`src/rtl/rect_scheduler_if.sv`:
```
// Box-list write port of the rectangle scheduler: valid/ready transfer of one
// box per beat, with box_last marking the end of a frame's list.
interface rect_scheduler_if #(
    parameter int PW = 12,
    parameter int PH = 12
);
    logic          box_valid;
    logic          box_ready;
    logic [PW-1:0] box_x;
    logic [PW-1:0] box_w;
    logic [PH-1:0] box_y;
    logic [PH-1:0] box_h;
    logic          box_last;

    modport master (
        output box_valid, box_x, box_w, box_y, box_h, box_last,
        input  box_ready
    );

    modport slave (
        input  box_valid, box_x, box_w, box_y, box_h, box_last,
        output box_ready
    );
endinterface

```
`src/rtl/rect_scheduler.sv`:
```
// Double-buffered box table feeding N_ENG draw engines. Banks swap on vsync
// falling, and boxes are paged through the engines on successive frames.
module rect_scheduler #(
    parameter int PW      = 12,
    parameter int PH      = 12,
    parameter int MAX_BOX = 16,
    parameter int N_ENG   = 4
) (
    input  logic                        clk,
    input  logic                        rst,
    input  logic [PW-1:0]               pic_width,
    input  logic [PH-1:0]               pic_height,
    input  logic                        vsync,
    rect_scheduler_if.slave             box,
    output logic [N_ENG*PW-1:0]         eng_x,
    output logic [N_ENG*PW-1:0]         eng_w,
    output logic [N_ENG*PH-1:0]         eng_y,
    output logic [N_ENG*PH-1:0]         eng_h,
    output logic [N_ENG-1:0]            eng_en,
    output logic [$clog2(MAX_BOX):0]    disp_count,
    output logic                        ovf,
    output logic                        busy
);
    localparam int AW    = $clog2(MAX_BOX);
    localparam int CNT_W = AW + 1;
    localparam int RC_W  = $clog2(N_ENG + 1);
    localparam int DW    = 2 * PW + 2 * PH;
    localparam int H_LSB = 0;
    localparam int W_LSB = PH;
    localparam int Y_LSB = PH + PW;
    localparam int X_LSB = 2 * PH + PW;

    localparam logic [1:0] S_IDLE   = 2'd0;
    localparam logic [1:0] S_LOAD   = 2'd1;
    localparam logic [1:0] S_COMMIT = 2'd2;

    logic             vsync_d1_reg;
    logic             pending_reg;
    logic             disp_bank_reg;
    logic [CNT_W-1:0] wr_count_reg;
    logic [CNT_W-1:0] disp_count_reg;
    logic [CNT_W-1:0] base_reg;
    logic             ovf_reg;
    logic [1:0]       state_reg;
    logic [RC_W-1:0]  rd_cnt_reg;
    logic             rd_vld_reg;
    logic [RC_W-1:0]  rd_slot_reg;
    logic [DW-1:0]    rd_data_reg;
    logic [DW-1:0]    shadow_reg [0:N_ENG-1];
    logic [DW-1:0]    mem [0:2*MAX_BOX-1];

    logic boundary, xfer, commit_ev, in_range, wr_full, store, rd_en;
    logic [PW:0]      x_end;
    logic [PH:0]      y_end;
    logic [PW-1:0]    clip_w;
    logic [PH-1:0]    clip_h;
    logic [AW:0]      wr_addr, rd_addr;
    logic [AW-1:0]    rd_idx;
    logic [CNT_W:0]   base_inc;
    logic [CNT_W-1:0] base_next;
    logic [N_ENG-1:0]    en_next;
    logic [N_ENG*PW-1:0] x_next, w_next;
    logic [N_ENG*PH-1:0] y_next, h_next;

    assign boundary      = vsync_d1_reg & ~vsync;
    assign box.box_ready = ~pending_reg;
    assign xfer          = box.box_valid & ~pending_reg;
    // box_last commits even without a valid box, so an empty list is legal
    assign commit_ev     = box.box_last & ~pending_reg;

    // Extended sums so a box reaching past the picture edge cannot wrap
    assign x_end    = {1'b0, box.box_x} + {1'b0, box.box_w};
    assign y_end    = {1'b0, box.box_y} + {1'b0, box.box_h};
    assign in_range = (box.box_x < pic_width) && (box.box_y < pic_height);
    assign clip_w   = (x_end >= {1'b0, pic_width})  ? pic_width  - box.box_x - PW'(1) : box.box_w;
    assign clip_h   = (y_end >= {1'b0, pic_height}) ? pic_height - box.box_y - PH'(1) : box.box_h;
    assign wr_full  = (wr_count_reg == CNT_W'(MAX_BOX));
    assign store    = xfer & in_range & ~wr_full;
    assign wr_addr  = {~disp_bank_reg, wr_count_reg[AW-1:0]};

    assign rd_en   = (state_reg == S_LOAD);
    assign rd_idx  = base_reg[AW-1:0] + AW'(rd_cnt_reg);
    assign rd_addr = {disp_bank_reg, rd_idx};

    assign base_inc  = {1'b0, base_reg} + (CNT_W+1)'(N_ENG);
    assign base_next = (base_inc >= {1'b0, disp_count_reg}) ? '0 : base_inc[CNT_W-1:0];

    always_ff @(posedge clk) begin
        if (store)
            mem[wr_addr] <= {box.box_x, box.box_y, clip_w, clip_h};
        if (rd_en)
            rd_data_reg <= mem[rd_addr];
    end

    always_ff @(posedge clk) begin
        if (rst) begin
            vsync_d1_reg   <= 1'b0;
            pending_reg    <= 1'b0;
            disp_bank_reg  <= 1'b0;
            wr_count_reg   <= '0;
            disp_count_reg <= '0;
            base_reg       <= '0;
            ovf_reg        <= 1'b0;
        end else begin
            vsync_d1_reg <= vsync;
            if (boundary && pending_reg) begin
                disp_bank_reg  <= ~disp_bank_reg;
                disp_count_reg <= wr_count_reg;
                wr_count_reg   <= '0;
                base_reg       <= '0;
                pending_reg    <= 1'b0;
                ovf_reg        <= 1'b0;
            end else begin
                if (boundary)
                    base_reg <= base_next;
                if (commit_ev)
                    pending_reg <= 1'b1;
                if (store)
                    wr_count_reg <= wr_count_reg + CNT_W'(1);
                if (xfer && in_range && wr_full)
                    ovf_reg <= 1'b1;
            end
        end
    end

    // A boundary always (re)starts the load, even mid-load
    always_ff @(posedge clk) begin
        if (rst) begin
            state_reg   <= S_IDLE;
            rd_cnt_reg  <= '0;
            rd_vld_reg  <= 1'b0;
            rd_slot_reg <= '0;
        end else begin
            rd_vld_reg  <= rd_en;
            rd_slot_reg <= rd_cnt_reg;
            if (boundary) begin
                state_reg  <= S_LOAD;
                rd_cnt_reg <= '0;
            end else begin
                case (state_reg)
                    S_LOAD: begin
                        rd_cnt_reg <= rd_cnt_reg + RC_W'(1);
                        if (rd_cnt_reg == RC_W'(N_ENG - 1))
                            state_reg <= S_COMMIT;
                    end
                    S_COMMIT: state_reg <= S_IDLE;
                    default:  state_reg <= S_IDLE;
                endcase
            end
        end
    end

    always_ff @(posedge clk) begin
        for (int i = 0; i < N_ENG; i++)
            if (rd_vld_reg && rd_slot_reg == RC_W'(i))
                shadow_reg[i] <= rd_data_reg;
    end

    generate
        for (genvar gi = 0; gi < N_ENG; gi++) begin : g_eng
            logic [DW-1:0] src;
            // The final read is still in the RAM output register at commit time
            if (gi == N_ENG - 1) begin : g_last
                assign src = rd_data_reg;
            end else begin : g_shadow
                assign src = shadow_reg[gi];
            end
            assign en_next[gi] = ({1'b0, base_reg} + (CNT_W+1)'(gi)) < {1'b0, disp_count_reg};
            assign x_next[gi*PW +: PW] = en_next[gi] ? src[X_LSB +: PW] : '0;
            assign w_next[gi*PW +: PW] = en_next[gi] ? src[W_LSB +: PW] : '0;
            assign y_next[gi*PH +: PH] = en_next[gi] ? src[Y_LSB +: PH] : '0;
            assign h_next[gi*PH +: PH] = en_next[gi] ? src[H_LSB +: PH] : '0;
        end
    endgenerate

    always_ff @(posedge clk) begin
        if (rst) begin
            eng_x  <= '0;
            eng_w  <= '0;
            eng_y  <= '0;
            eng_h  <= '0;
            eng_en <= '0;
        end else if (state_reg == S_COMMIT) begin
            eng_x  <= x_next;
            eng_w  <= w_next;
            eng_y  <= y_next;
            eng_h  <= h_next;
            eng_en <= en_next;
        end
    end

    assign disp_count = disp_count_reg;
    assign ovf        = ovf_reg;
    assign busy       = (state_reg != S_IDLE);
endmodule

```
`src/flat_wrapper.sv`:
```
// flat-port wrapper written by rule: the top's interface ports become plain ports
module rect_scheduler_flat 
#(
    parameter int PW      = 12,
    parameter int PH      = 12,
    parameter int MAX_BOX = 16,
    parameter int N_ENG   = 4
)
  (clk, rst, pic_width, pic_height, vsync, eng_x, eng_w, eng_y, eng_h, eng_en, disp_count, ovf, busy, box_box_valid, box_box_x, box_box_w, box_box_y, box_box_h, box_box_last, box_box_ready);
  rect_scheduler_if #(.PW(PW), .PH(PH)) box_i ();
  input  logic clk;
  input  logic rst;
  input  logic [PW-1:0] pic_width;
  input  logic [PH-1:0] pic_height;
  input  logic vsync;
  output logic [N_ENG*PW-1:0] eng_x;
  output logic [N_ENG*PW-1:0] eng_w;
  output logic [N_ENG*PH-1:0] eng_y;
  output logic [N_ENG*PH-1:0] eng_h;
  output logic [N_ENG-1:0] eng_en;
  output logic [$clog2(MAX_BOX):0] disp_count;
  output logic ovf;
  output logic busy;
  input wire logic [$bits(box_i.box_valid)-1:0] box_box_valid;
  input wire logic [$bits(box_i.box_x)-1:0] box_box_x;
  input wire logic [$bits(box_i.box_w)-1:0] box_box_w;
  input wire logic [$bits(box_i.box_y)-1:0] box_box_y;
  input wire logic [$bits(box_i.box_h)-1:0] box_box_h;
  input wire logic [$bits(box_i.box_last)-1:0] box_box_last;
  output wire logic [$bits(box_i.box_ready)-1:0] box_box_ready;
  assign box_i.box_valid = box_box_valid;
  assign box_i.box_x = box_box_x;
  assign box_i.box_w = box_box_w;
  assign box_i.box_y = box_box_y;
  assign box_i.box_h = box_box_h;
  assign box_i.box_last = box_box_last;
  assign box_box_ready = box_i.box_ready;
  rect_scheduler #(.PW(PW), .PH(PH), .MAX_BOX(MAX_BOX), .N_ENG(N_ENG)) u_core (.clk(clk), .rst(rst), .pic_width(pic_width), .pic_height(pic_height), .vsync(vsync), .box(box_i), .eng_x(eng_x), .eng_w(eng_w), .eng_y(eng_y), .eng_h(eng_h), .eng_en(eng_en), .disp_count(disp_count), .ovf(ovf), .busy(busy));
endmodule
```
`config.mk`:
```
export PLATFORM = sky130hd
export DESIGN_NAME = rect_scheduler_flat
export DESIGN_NICKNAME = d
export VERILOG_FILES = /design/src/rtl/rect_scheduler_if.sv /design/src/rtl/rect_scheduler.sv /design/src/flat_wrapper.sv
export SDC_FILE = /design/constraint.sdc
export NUM_CORES = 2
export LEC_CHECK = 0
export CAP_MARGIN = 10
export CELL_PAD_IN_SITES_DETAIL_PLACEMENT = 1
export CELL_PAD_IN_SITES_GLOBAL_PLACEMENT = 1
export CORE_ASPECT_RATIO = 1.2
export CORE_MARGIN = 4
export CORE_UTILIZATION = 28
export CTS_BUF_LIST = sky130_fd_sc_hd__clkbuf_4 sky130_fd_sc_hd__clkbuf_8
export DETAILED_ROUTE_END_ITERATION = 10
export GPL_TIMING_DRIVEN = 0
export HOLD_SLACK_MARGIN = 0.15
export PLACE_DENSITY = 0.51
export SLEW_MARGIN = 20
export SYNTH_ARGS = -nofsm -noshare
export SYNTH_HDL_FRONTEND = slang
export SYNTH_SLANG_ARGS = --single-unit
```
`constraint.sdc`:
```
create_clock -name clk -period 7.22 [get_ports clk]
set_input_delay 1.805 -clock clk [delete_from_list [all_inputs] [get_ports clk]]
set_output_delay 1.805 -clock clk [all_outputs]
set_load 0.01 [all_outputs]
```
==> reports/results.tsv <==
stage	metric	value	unit
run_status	status	finished clean	
place	portBuffers	280	
yosys	synth-seq-cells	1950	
route	first_iter_violations	3075	
critical_path	endpoint_kind	flip-flop	
sta	skew	70.28	ps
sta	final_max_slew_viol_count	0	
clock_network	cts_tree	built	
yosys	synth_compound_area_frac	0.03247	
die	num_rows	207	
clock_network	clock_path_buffers	4	
clock_network	clk_pin_slew_worst_paths	60	ps
clock_network	post-cts-setup-buffers	0	
power_and_ir_drop	power_density	261.4	nW/um^2
yosys	syn_area	74960	um^2
yosys	yosysWarnings	0	
global_route	grt_pass1_vias	41930	
route	final_antenna_net_count	0	
critical_path	startpoint	box_box_x[1]	
yosys	synth_top_area_frac	0.6923	
finish	largest_reg_flops	1536	
yosys	synth.top_cells.by_area	edfxtp_1 69%, mux4_2 14%, dfxtp_1 5.9%, a22oi_1 1.9%, ha_1 1.9%	
clock_network	cts_buffers	334	
yosys	synthMuxAreaShare	0.1554	
die	die_width	480.3	um
critical_path	worstSetupPathType	in -> reg	
critical_path	cp.arrival	6970	ps
finish	synthToLayoutAreaGrowth	21.59	%
route	wl_per_cell	27.49	um
clock_network	postCtsHoldBufs	0	
die	core-area	265700	um^2
yosys	synth_edf_count	1728	
power_and_ir_drop	ir_drop	0.0001763	V
yosys	ys_seq_area_frac	0.7516	
clock_network	ctsResizeCount	0	
sta	setup_violations	0	
yosys	syn_nets	3834	
yosys	synth_cell_type_count	57	
die	die-area	276100	um^2
power_and_ir_drop	total_power	23820	uW
die	die_y	574.8	um
sta	worst_slew_pin_slew	1149	ps
sta	layout_min_cycle_time	6311	ps
yosys	synth-main-ff-cell	edfxtp_1	
yosys	avgSynthCellArea	20.60	um^2
route	via_per_inst	4.763	
global_route	grt_max_degree	36	
finish	drive_gt1_frac	0.2830	
critical_path	crit_slowest_cell	mux2_2	
yosys	synthXorXnorAreaFrac	0.005024	
place	dp_hpwl	156100	um
clock_network	clk_latency	1020	ps
route	drc	0	
route	first_pass_iters	5	
global_route	grt_pass1_wl	317600	um
finish	nets	4571	
flow_run	maxCapViolations	0	
yosys	synth_common_cells	1728 x edfxtp_1, 480 x mux4_2, 265 x nor2_1	
sta	period_share	0.8741	
yosys	synth_most_common_cell	edfxtp_1	
sta	fmax	158.4	MHz
global_route	grt_remaining_overflow	0	
global_route	antenna_found_initial	16	
clock_network	ctsHtreeMaxLevel	5	
clock_network	cts_sinks	1950	
hold_path	holdCritStartpoint	u_core.shadow_reg[2][37]	
critical_path	startpoint_type	input port	
critical_path	crit_chain	buf_2, inv_1, fa_1, nor2b_1, o21ai_0, a21boi_0, o21ai_1, o21ai_0, xnor2_1, ha_1, a211oi_1, a31oi_1, a311oi_1, buf_2, mux2_2	
global_route	grt_usage	0.1605	
yosys	synth_top_family_by_area	multiplexers	
sta	slew_headroom	0.2342	
yosys	synth_adder_area_share	0.02010	
sta	rsz0062_at_grt	no	
critical_path	slowest_delay	770	ps
clock_network	root_buffer	clkbuf_8	
critical_path	cp.required	7870	ps
critical_path	critPathMaxFanout	35	
route	vias	38880	
route	drt-total-wl	224400	um
hold_path	hold_class	reg -> reg	
yosys	async_reset_ff_frac	0	
critical_path	r2r_start	u_core.pending_reg	
sta	fin_hold_ws	461.1	ps
die	initial_core_util	0.2821	
yosys	yosys.area_share.simple	0.02155	
sta	hold_viol	0	
power_and_ir_drop	leakage	0.02844	uW
finish	fillers	26570	
yosys	synth_cells	3639	
yosys	yosysTopAreaCell	edfxtp_1	
place	gp_congestion	0.7411	
die	ios	281	
-- worst max-delay path, delay by kind of cell --
family | cells | cell delay [ps]
simple gates | 1 | 120
compound gates | 7 | 2040
fa+ha+maj | 2 | 780
mux | 1 | 770
buf+inv | 3 | 1180
xor+xnor | 1 | 160
-- path summary, 6_finish.rpt --
| path | endpoint | slack, ps | cells past startpoint |
|---|---|---|---|
| worst max-delay path | u_core.mem[31][16] | 910 | 15 |
| worst min register to register | u_core.eng_x[25] | 460 | 2 |
| worst min-delay path | u_core.eng_x[25] | 460 | 2 |
| worst max register to register | u_core.mem[25][13] | 2520 | 10 |
-- cell families (layout without fill, tap and decap cells) --
kind of cell	after synthesis	in the layout
flops	1950	1950
mux	555	555
simple gates	368	368
compound gates	349	349
buf+inv	256	1221
fa+ha+maj	118	118
xor+xnor	43	43
other cells	0	6
-- report_power, final --
group | internal, uW | switching [uW]
registers | 12600 | 27.8
clock network | 5280 | 4350
logic | 465 | 1050
-- cell usage in the layout, fill, tap and decap left out, types with 17 or more instances in the layout --
cell type	synthesis	layout
a21o_1	17	17
a21oi_1	54	54
a22oi_1	194	194
buf_12	0	63
buf_16	0	36
buf_2	40	71
buf_4	0	17
clkbuf_1	131	122
clkbuf_4	0	123
clkbuf_8	0	350
clkdlybuf4s50_1	0	256
clkinv_1	0	65
dfxtp_1	222	222
edfxtp_1	1728	1728
ha_1	114	114
inv_1	67	67
mux2_2	72	72
mux4_2	480	480
nand2_1	18	18
nor2_1	265	233
nor2_4	0	32
nor2b_1	17	17
o21ai_0	27	27
xnor2_1	26	26
-- stage by stage --
stage	cells	utilization	instance area [um^2]	setup slack, ps	setup TNS (ps)
global placement	7472	0.3093	82200	-5706	-8652150
global route	8158	0.3429	91130	682.7	0
finish	8163	0.3430	91140	908.7	0
floorplan	3639	-	74960	1287	0
CTS	8156	0.3429	91110	109.7	0
detailed placement	7592	0.3192	84830	-1012	-337870
-- final cells by class --
| cell class | count | area, um^2 | share of cell area |
|---|---|---|---|
| flip-flops and latches | 1950 | 56330 | 0.6181 |
| multi-input cells | 1433 | 17870 | 0.1961 |
| clock buffers | 472 | 5733 | 0.06290 |
| repair buffers | 401 | 5126 | 0.05625 |
| well taps | 3553 | 4446 | 0.04878 |
| plain buffers | 189 | 814.5 | 0.008937 |
| clock inverters | 92 | 545.5 | 0.005986 |
| inverters | 67 | 251.5 | 0.002759 |
| diodes | 6 | 15.01 | 0.0001647 |
-- routing by layer --
| layer | up-vias | GRT usage | wire (um) |
|---|---|---|---|
| met5 | - | 0 | 34 |
| met4 | 4 | 0.03815 | 4169 |
| met3 | 277 | 0.02774 | 13070 |
| met2 | 1275 | 0.2703 | 110500 |
| met1 | 20860 | 0.2163 | 96660 |
| li1 | 16470 | - | - |
No activity file was read; power rests on OpenSTA's default activity.
